==> config.mk <==
export PLATFORM = sky130hd
export DESIGN_NAME = fb_uart_dump_flat
export DESIGN_NICKNAME = d
export VERILOG_FILES = /design/src/rtl/fb_dump_pkg.sv /design/src/rtl/fb_uart_dump_if.sv /design/src/rtl/fb_scan_counter.sv /design/src/rtl/fb_uart_dump.sv /design/src/flat_wrapper.sv
export SDC_FILE = /design/constraint.sdc
export NUM_CORES = 1
export LEC_CHECK = 0
export ABC_AREA = 1
export BUFFER_PORTS_ARGS = -buffer_cell sky130_fd_sc_hd__buf_2
export CAP_MARGIN = 40
export CORE_UTILIZATION = 52
export CTS_CLUSTER_DIAMETER = 80
export CTS_CLUSTER_SIZE = 16
export DETAILED_ROUTE_END_ITERATION = 8
export GPL_TIMING_DRIVEN = 1
export PLACE_DENSITY = 0.73
export SLEW_MARGIN = 20
export SYNTH_ARGS = -nofsm -noshare
export SYNTH_HDL_FRONTEND = slang
export SYNTH_SLANG_ARGS = --single-unit
==> constraint.sdc <==
create_clock -name clk -period 2.1 [get_ports clk]
set_clock_uncertainty 0.15 [all_clocks]
set_input_delay 0.105 -clock clk [delete_from_list [all_inputs] [get_ports clk]]
set_output_delay 0.105 -clock clk [all_outputs]
set_load 0.02 [all_outputs]
==> src/rtl/fb_dump_pkg.sv <==
// Shared types and helpers for the frame-buffer UART dump engine.
package fb_dump_pkg;

  typedef enum logic [2:0] {
    ST_IDLE,
    ST_HDR,
    ST_RD_REQ,
    ST_RD_WAIT,
    ST_SEND,
    ST_CKSUM,
    ST_FIN
  } dump_state_t;

  localparam logic [7:0] HDR_SYNC_DEFAULT = 8'hA5;
  localparam logic [7:0] HDR_W_DEFAULT    = 8'hFF;
  localparam logic [7:0] HDR_H_DEFAULT    = 8'hEF;

  // Header dimension bytes carry the last valid index, not the count.
  function automatic logic [7:0] hdr_dim(input int n);
    return 8'(n - 1);
  endfunction

  function automatic logic [7:0] pix_byte(input logic [5:0] pix);
    return {2'b00, pix};
  endfunction

endpackage

==> src/rtl/fb_uart_dump_if.sv <==
// UART byte handshake plus frame-buffer read port of the dump engine.
interface fb_uart_dump_if;
  logic [7:0] rx_data;
  logic       rx_valid;
  logic       rx_ack;
  logic [7:0] tx_data;
  logic       tx_valid;
  logic       tx_ready;
  logic [7:0] fb_rd_x;
  logic [7:0] fb_rd_y;
  logic       fb_rd_en;
  logic [5:0] fb_rd_data;
  logic       busy;
  logic       done;

  modport slave (
    input  rx_data, rx_valid, tx_ready, fb_rd_data,
    output rx_ack, tx_data, tx_valid, fb_rd_x, fb_rd_y, fb_rd_en, busy, done
  );

  modport master (
    output rx_data, rx_valid, tx_ready, fb_rd_data,
    input  rx_ack, tx_data, tx_valid, fb_rd_x, fb_rd_y, fb_rd_en, busy, done
  );
endinterface

==> src/rtl/fb_scan_counter.sv <==
// Raster x/y scan counter; x runs fastest and wraps into y.
module fb_scan_counter #(
  parameter int WIDTH  = 256,
  parameter int HEIGHT = 240
) (
  input  logic       clk,
  input  logic       rst,
  input  logic       clr,
  input  logic       adv,
  output logic [7:0] x,
  output logic [7:0] y,
  output logic [7:0] x_nxt,
  output logic [7:0] y_nxt,
  output logic       last
);

  logic [7:0] x_q, x_d, y_q, y_d;
  logic       last_x;

  always_comb begin
    last_x = (x_q == 8'(WIDTH - 1));
    last   = last_x && (y_q == 8'(HEIGHT - 1));
    x_nxt  = last_x ? 8'd0 : x_q + 8'd1;
    y_nxt  = last_x ? y_q + 8'd1 : y_q;
    x_d    = x_q;
    y_d    = y_q;
    if (clr) begin
      x_d = 8'd0;
      y_d = 8'd0;
    end else if (adv) begin
      x_d = x_nxt;
      y_d = y_nxt;
    end
  end

  always_ff @(posedge clk) begin
    if (!rst) begin
      x_q <= 8'd0;
      y_q <= 8'd0;
    end else begin
      x_q <= x_d;
      y_q <= y_d;
    end
  end

  assign x = x_q;
  assign y = y_q;

endmodule

==> src/rtl/fb_uart_dump.sv <==
// Frame-buffer readback: on 'D' streams sync/size header, every pixel and an
// 8-bit pixel checksum over UART; 'X' aborts after the byte in flight.
module fb_uart_dump
  import fb_dump_pkg::*;
#(
  parameter int         WIDTH     = 256,
  parameter int         HEIGHT    = 240,
  parameter logic [7:0] CMD_DUMP  = 8'h44,
  parameter logic [7:0] CMD_ABORT = 8'h58,
  parameter logic [7:0] SYNC_BYTE = HDR_SYNC_DEFAULT
) (
  input  logic            clk,
  input  logic            rst,
  fb_uart_dump_if.slave   bus
);

  dump_state_t state_q, state_d;
  logic [1:0]  hdr_idx_q, hdr_idx_d;
  logic [7:0]  tx_data_q, tx_data_d, cksum_q, cksum_d;
  logic [7:0]  rd_x_q, rd_x_d, rd_y_q, rd_y_d;
  logic        tx_valid_q, tx_valid_d, rd_en_q, rd_en_d;
  logic        rx_ack_q, rx_ack_d, busy_q, busy_d, done_q, done_d;
  logic        abort_pend_q, abort_pend_d;
  logic        cnt_clr, cnt_adv, cnt_last;
  logic [7:0]  cnt_x, cnt_y, cnt_x_nxt, cnt_y_nxt;
  logic        xfer, rx_new, is_abort;

  fb_scan_counter #(.WIDTH(WIDTH), .HEIGHT(HEIGHT)) u_scan (
    .clk   (clk),
    .rst   (rst),
    .clr   (cnt_clr),
    .adv   (cnt_adv),
    .x     (cnt_x),
    .y     (cnt_y),
    .x_nxt (cnt_x_nxt),
    .y_nxt (cnt_y_nxt),
    .last  (cnt_last)
  );

  always_comb begin
    xfer         = tx_valid_q && bus.tx_ready;
    // A byte seen while the ack is high was already consumed.
    rx_new       = bus.rx_valid && !rx_ack_q;
    is_abort     = rx_new && (bus.rx_data == CMD_ABORT);
    state_d      = state_q;
    hdr_idx_d    = hdr_idx_q;
    tx_data_d    = tx_data_q;
    tx_valid_d   = tx_valid_q;
    cksum_d      = cksum_q;
    rd_x_d       = rd_x_q;
    rd_y_d       = rd_y_q;
    rd_en_d      = 1'b0;
    rx_ack_d     = 1'b0;
    busy_d       = busy_q;
    done_d       = 1'b0;
    abort_pend_d = abort_pend_q;
    cnt_clr      = 1'b0;
    cnt_adv      = 1'b0;

    case (state_q)
      ST_IDLE: begin
        if (rx_new) begin
          rx_ack_d = 1'b1;
          if (bus.rx_data == CMD_DUMP) begin
            state_d      = ST_HDR;
            hdr_idx_d    = 2'd0;
            tx_data_d    = SYNC_BYTE;
            tx_valid_d   = 1'b1;
            cksum_d      = 8'd0;
            busy_d       = 1'b1;
            abort_pend_d = 1'b0;
            cnt_clr      = 1'b1;
          end
        end
      end
      ST_HDR: begin
        if (xfer) begin
          case (hdr_idx_q)
            2'd0: begin
              tx_data_d = hdr_dim(WIDTH);
              hdr_idx_d = 2'd1;
            end
            2'd1: begin
              tx_data_d = hdr_dim(HEIGHT);
              hdr_idx_d = 2'd2;
            end
            default: begin
              tx_valid_d = 1'b0;
              rd_en_d    = 1'b1;
              rd_x_d     = cnt_x;
              rd_y_d     = cnt_y;
              state_d    = ST_RD_REQ;
            end
          endcase
        end
      end
      ST_RD_REQ: state_d = ST_RD_WAIT;
      ST_RD_WAIT: begin
        tx_data_d  = pix_byte(bus.fb_rd_data);
        cksum_d    = cksum_q + pix_byte(bus.fb_rd_data);
        tx_valid_d = 1'b1;
        state_d    = ST_SEND;
      end
      ST_SEND: begin
        if (xfer) begin
          if (cnt_last) begin
            tx_data_d = cksum_q;
            state_d   = ST_CKSUM;
          end else begin
            tx_valid_d = 1'b0;
            cnt_adv    = 1'b1;
            rd_en_d    = 1'b1;
            rd_x_d     = cnt_x_nxt;
            rd_y_d     = cnt_y_nxt;
            state_d    = ST_RD_REQ;
          end
        end
      end
      ST_CKSUM: begin
        if (xfer) begin
          tx_valid_d = 1'b0;
          busy_d     = 1'b0;
          done_d     = 1'b1;
          state_d    = ST_FIN;
        end
      end
      default: state_d = ST_IDLE;
    endcase

    // Abort waits for any offered byte to transfer, then drops to idle.
    if (busy_q) begin
      if (rx_new) rx_ack_d = 1'b1;
      if (is_abort) abort_pend_d = 1'b1;
      if ((abort_pend_q || is_abort) && (!tx_valid_q || xfer)) begin
        state_d      = ST_IDLE;
        tx_valid_d   = 1'b0;
        rd_en_d      = 1'b0;
        busy_d       = 1'b0;
        done_d       = 1'b0;
        abort_pend_d = 1'b0;
        cnt_adv      = 1'b0;
        cnt_clr      = 1'b1;
      end
    end
  end

  always_ff @(posedge clk) begin
    if (!rst) begin
      state_q      <= ST_IDLE;
      hdr_idx_q    <= 2'd0;
      tx_data_q    <= 8'd0;
      tx_valid_q   <= 1'b0;
      cksum_q      <= 8'd0;
      rd_x_q       <= 8'd0;
      rd_y_q       <= 8'd0;
      rd_en_q      <= 1'b0;
      rx_ack_q     <= 1'b0;
      busy_q       <= 1'b0;
      done_q       <= 1'b0;
      abort_pend_q <= 1'b0;
    end else begin
      state_q      <= state_d;
      hdr_idx_q    <= hdr_idx_d;
      tx_data_q    <= tx_data_d;
      tx_valid_q   <= tx_valid_d;
      cksum_q      <= cksum_d;
      rd_x_q       <= rd_x_d;
      rd_y_q       <= rd_y_d;
      rd_en_q      <= rd_en_d;
      rx_ack_q     <= rx_ack_d;
      busy_q       <= busy_d;
      done_q       <= done_d;
      abort_pend_q <= abort_pend_d;
    end
  end

  assign bus.rx_ack   = rx_ack_q;
  assign bus.tx_data  = tx_data_q;
  assign bus.tx_valid = tx_valid_q;
  assign bus.fb_rd_x  = rd_x_q;
  assign bus.fb_rd_y  = rd_y_q;
  assign bus.fb_rd_en = rd_en_q;
  assign bus.busy     = busy_q;
  assign bus.done     = done_q;

endmodule

==> src/flat_wrapper.sv <==
// flat-port wrapper written by rule: the top's interface ports become plain ports
module fb_uart_dump_flat import fb_dump_pkg::*;
#(
  parameter int         WIDTH     = 256,
  parameter int         HEIGHT    = 240,
  parameter logic [7:0] CMD_DUMP  = 8'h44,
  parameter logic [7:0] CMD_ABORT = 8'h58,
  parameter logic [7:0] SYNC_BYTE = HDR_SYNC_DEFAULT
)
  (clk, rst, bus_rx_data, bus_rx_valid, bus_tx_ready, bus_fb_rd_data, bus_rx_ack, bus_tx_data, bus_tx_valid, bus_fb_rd_x, bus_fb_rd_y, bus_fb_rd_en, bus_busy, bus_done);
  fb_uart_dump_if bus_i ();
  input  logic clk;
  input  logic rst;
  input wire logic [$bits(bus_i.rx_data)-1:0] bus_rx_data;
  input wire logic [$bits(bus_i.rx_valid)-1:0] bus_rx_valid;
  input wire logic [$bits(bus_i.tx_ready)-1:0] bus_tx_ready;
  input wire logic [$bits(bus_i.fb_rd_data)-1:0] bus_fb_rd_data;
  output wire logic [$bits(bus_i.rx_ack)-1:0] bus_rx_ack;
  output wire logic [$bits(bus_i.tx_data)-1:0] bus_tx_data;
  output wire logic [$bits(bus_i.tx_valid)-1:0] bus_tx_valid;
  output wire logic [$bits(bus_i.fb_rd_x)-1:0] bus_fb_rd_x;
  output wire logic [$bits(bus_i.fb_rd_y)-1:0] bus_fb_rd_y;
  output wire logic [$bits(bus_i.fb_rd_en)-1:0] bus_fb_rd_en;
  output wire logic [$bits(bus_i.busy)-1:0] bus_busy;
  output wire logic [$bits(bus_i.done)-1:0] bus_done;
  assign bus_i.rx_data = bus_rx_data;
  assign bus_i.rx_valid = bus_rx_valid;
  assign bus_i.tx_ready = bus_tx_ready;
  assign bus_i.fb_rd_data = bus_fb_rd_data;
  assign bus_rx_ack = bus_i.rx_ack;
  assign bus_tx_data = bus_i.tx_data;
  assign bus_tx_valid = bus_i.tx_valid;
  assign bus_fb_rd_x = bus_i.fb_rd_x;
  assign bus_fb_rd_y = bus_i.fb_rd_y;
  assign bus_fb_rd_en = bus_i.fb_rd_en;
  assign bus_busy = bus_i.busy;
  assign bus_done = bus_i.done;
  fb_uart_dump #(.WIDTH(WIDTH), .HEIGHT(HEIGHT), .CMD_DUMP(CMD_DUMP), .CMD_ABORT(CMD_ABORT), .SYNC_BYTE(SYNC_BYTE)) u_core (.clk(clk), .rst(rst), .bus(bus_i));
endmodule
==> impl_metrics.csv <==
group,metric,value,unit
synthesis,synth-seq-cells,59,
detailed_routing,wl,8.86,mm
synthesis,synth_area,0.00361,mm²
synthesis,ys_types,37,
sta,rsz0062_at_grt,"true",
cells_and_area,fin_area,0.00419,mm²
placed_design,gp_congestion,0.924,
synthesis,syn_avg_cell_area,6.21,µm²
min_path,hp-class,"input pin to flop",
floorplan,rows,30,
placed_design,portBuffers,46,
sta,fin_tns_setup,0,ns
sta,fin_crit_sh,92.3,%
job,cap_violations,0,
synthesis,syn_nets,609,
synthesis,ys_seq_area_share,32.7,%
setup_path,cp-end-kind,"flop",
clock_tree,cts-root-buf,"clkbuf_8",
floorplan,core_area,0.00676,mm²
synthesis,synth_top_family_by_area,"simple AND/OR/NAND/NOR gates",
synthesis,ys.flop_type,"dfxtp_1",
synthesis,synth_top_cell_by_area,"dfxtp_1",
synthesis,syn_inst,582,
pwr,p_leak,2.19,nW
setup_path,worst-path-max-fanout,12,
sta,drv_slew,0,
clock_tree,cts_tree,"built",
global_route,gr-total-overflow,0,
floorplan,die_w,85.4,µm
sta,tightest_slew,0.381,ns
detailed_routing,drt-initial-drc-count,131,
cells_and_area,n_antenna_cell,0,
clock_tree,cts_buffer_depth,2,
detailed_routing,vias,3778,
sta,fmax,516,MHz
detailed_routing,drt.antenna.violating_nets,0,
placed_design,placed_cells,705,
synthesis,synth-edff-count,0,
setup_path,cp_data_required_time,2.19,ns
pwr,ir_drop,0.316,mV
placed_design,dp_hpwl,6.50,mm
synthesis,synthMuxAreaShare,0,%
sta,finalCriticalPeriod,1.94,ns
global_route,grt_max_degree,29,
outcome,status,"complete, no violations",
pwr,p_per_area,547,mW/mm²
synthesis,synth.top_cells.by_count,"157 x nand2_1, 118 x nor2_1, 59 x dfxtp_1",
global_route,antenna_found_initial,0,
synthesis,synth_top_cell_area_share,32.7,%
global_route,grt_use_total,26.3,%
sta,setup-violations-final,0,
synthesis,synth_area_leaders,"dfxtp_1 33%, nand2_1 16%, nor2_1 12%",
detailed_routing,wl_per_cell,12.3,µm
cells_and_area,drive_gt1_share,15.9,%
floorplan,die-area,0.00729,mm²
setup_path,crit_arrival,2.02,ns
pwr,power,2.29,mW
placed_design,postPlaceCellArea,0.00396,mm²
detailed_routing,dr.pass1.iters,5,
setup_path,worstSetupPathType,"flop to flop",
cells_and_area,stdcell_count,723,
cells_and_area,areaGrowthSynthToFinish,16.0,%
synthesis,synth_xor_area_share,1.21,%
synthesis,yosysMostFrequentCell,"nand2_1",
synthesis,synth-simple-area-share,41.5,%
detailed_routing,drc,0,
clock_tree,numCtsBuffers,9,
synthesis,synthAdderAreaFrac,3.32,%
clock_tree,clkTransAtPathRegs,0.07,ns
synthesis,synth-compound-area-share,11.1,%
global_route,grt_pass1_vias,3524,
cells_and_area,utilization,62.1,%
floorplan,die_y,85.4,µm
floorplan,start_util,53.5,%
clock_tree,cts_sinks,59,
setup_path,start_kind,"flop",
sta,hold_viol,0,
clock_tree,clk_latency,0.35,ns
synthesis,yosysWarnings,0,
detailed_routing,viasPerCell,5.23,
floorplan,io_pins,47,
sta,relSlewSlack,74.4,%
clock_tree,htreeDepth,3,
global_route,grt_pass1_wl,15.3,mm
cells_and_area,fin_nets,665,
synthesis,async_flop_share,0,%
[timing repair]
item	CTS	global route
gates resized for setup	0	5
hold buffers	2	0
buffers inserted	0	0
endpoints found under the hold margin	2	0
endpoints found under the setup margin	0	14
[metrics by stage]
step	hold WS [ns]	worst slack (ns)
floorplan	0.188	0.384
global placement	0.280	0.204
detailed placement	0.283	0.137
CTS	0.00865	0.104
global route	0.0522	-0.0220
finish	0.0233	0.163
[placed cells by master, fill, tap and decap left out, types with 2 or more instances in the layout]
master / count
nand2_1: 157
nor2_1: 117
inv_1: 58
dfxtp_1: 57
buf_2: 46
nand3_1: 35
o21ai_0: 31
a21oi_1: 25
o21ai_1: 17
buf_4: 15
nand4_1: 11
clkbuf_8: 11
ha_1: 8
nand3b_1: 5
nor2_2: 4
nand2_2: 4
nor3_1: 4
nor2_4: 3
nand2_4: 3
clkinv_2: 3
xnor2_1: 3
inv_2: 2
o211ai_1: 2
xor2_1: 2
or2_2: 2
dlygate4sd3_1: 2
dfxtp_2: 2
[layer usage]
metal	up-vias	share of wire, %	track usage (%)	wire length, µm
met4	0	2.5	12.3	219
met1	1693	43	30.9	3850
met2	106	49	47.5	4370
met3	20	4.7	3.60	413
li1	1959	-	-	-
met5	-	0	0	0
[final cells by class]
type	instances	area (µm²)
fill	682	2560
tap	80	100
inverter	63	245
clock inverter	4	48.8
clock buffer	12	155
timing repair buffer	64	383
sequential	59	1180
multi-input combinational	441	2080
[worst max-delay path, stage by stage (launching register included)]
cell and delay (ns):
dfxtp_2 0.34, ha_1 0.23, nand2_2 0.11, nor2_4 0.05, nand2_4 0.13, inv_6 0.07, nand2_4 0.09, nand3_4 0.11
nand2_4 0.15, clkinv_2 0.19, nor2_1 0.15, nor2_1 0.06
[flip-flops by register name (all words and copies together) (netlist names)]
signal / cells
u_core.bus.tx_valid: 1
u_core.hdr_idx_q: 2
u_core.bus.tx_data: 8
u_core.bus.fb_rd_x: 8
u_core.bus.done: 1
u_core.state_q: 3
u_core.bus.busy: 1
u_core.cksum_q: 8
u_core.u_scan.y: 8
u_core.abort_pend_q: 1
u_core.bus.fb_rd_en: 1
u_core.u_scan.x: 8
u_core.bus.rx_ack: 1
u_core.bus.fb_rd_y: 8
[logic make-up (layout without fill, tap and decap cells)]
| group | Yosys count | count (layout) |
|---|---|---|
| and+or+nand+nor | 349 | 349 |
| buffers and inverters | 82 | 143 |
| AOI/OAI and AO/OA | 78 | 78 |
| DFF | 59 | 59 |
| adders and majority gates | 9 | 9 |
| xor gates and xnor gates | 5 | 5 |
[power breakdown]
group          switching, mW  total [mW]  internal (mW)  leakage (nW)
logic                 0.0568      0.0920         0.0353          1.61
clock network          0.468        1.08          0.611         0.106
registers           0.000905        1.12           1.12         0.476
[path summary, 6_finish.rpt]
| path | slack [ns] | end | cells after the start | startpoint |
|---|---|---|---|---|
| min reg2reg | 0.30 | u_core.abort_pend_q | 2 | u_core.abort_pend_q |
| max reg2reg | 0.16 | u_core.bus.fb_rd_x[5] | 11 | u_core.u_scan.x[0] |
| min | 0.02 | u_core.bus.tx_valid | 4 | bus_tx_ready |
| max | 0.16 | u_core.bus.fb_rd_x[5] | 11 | u_core.u_scan.x[0] |
Power figures use the tool's default switching activity.
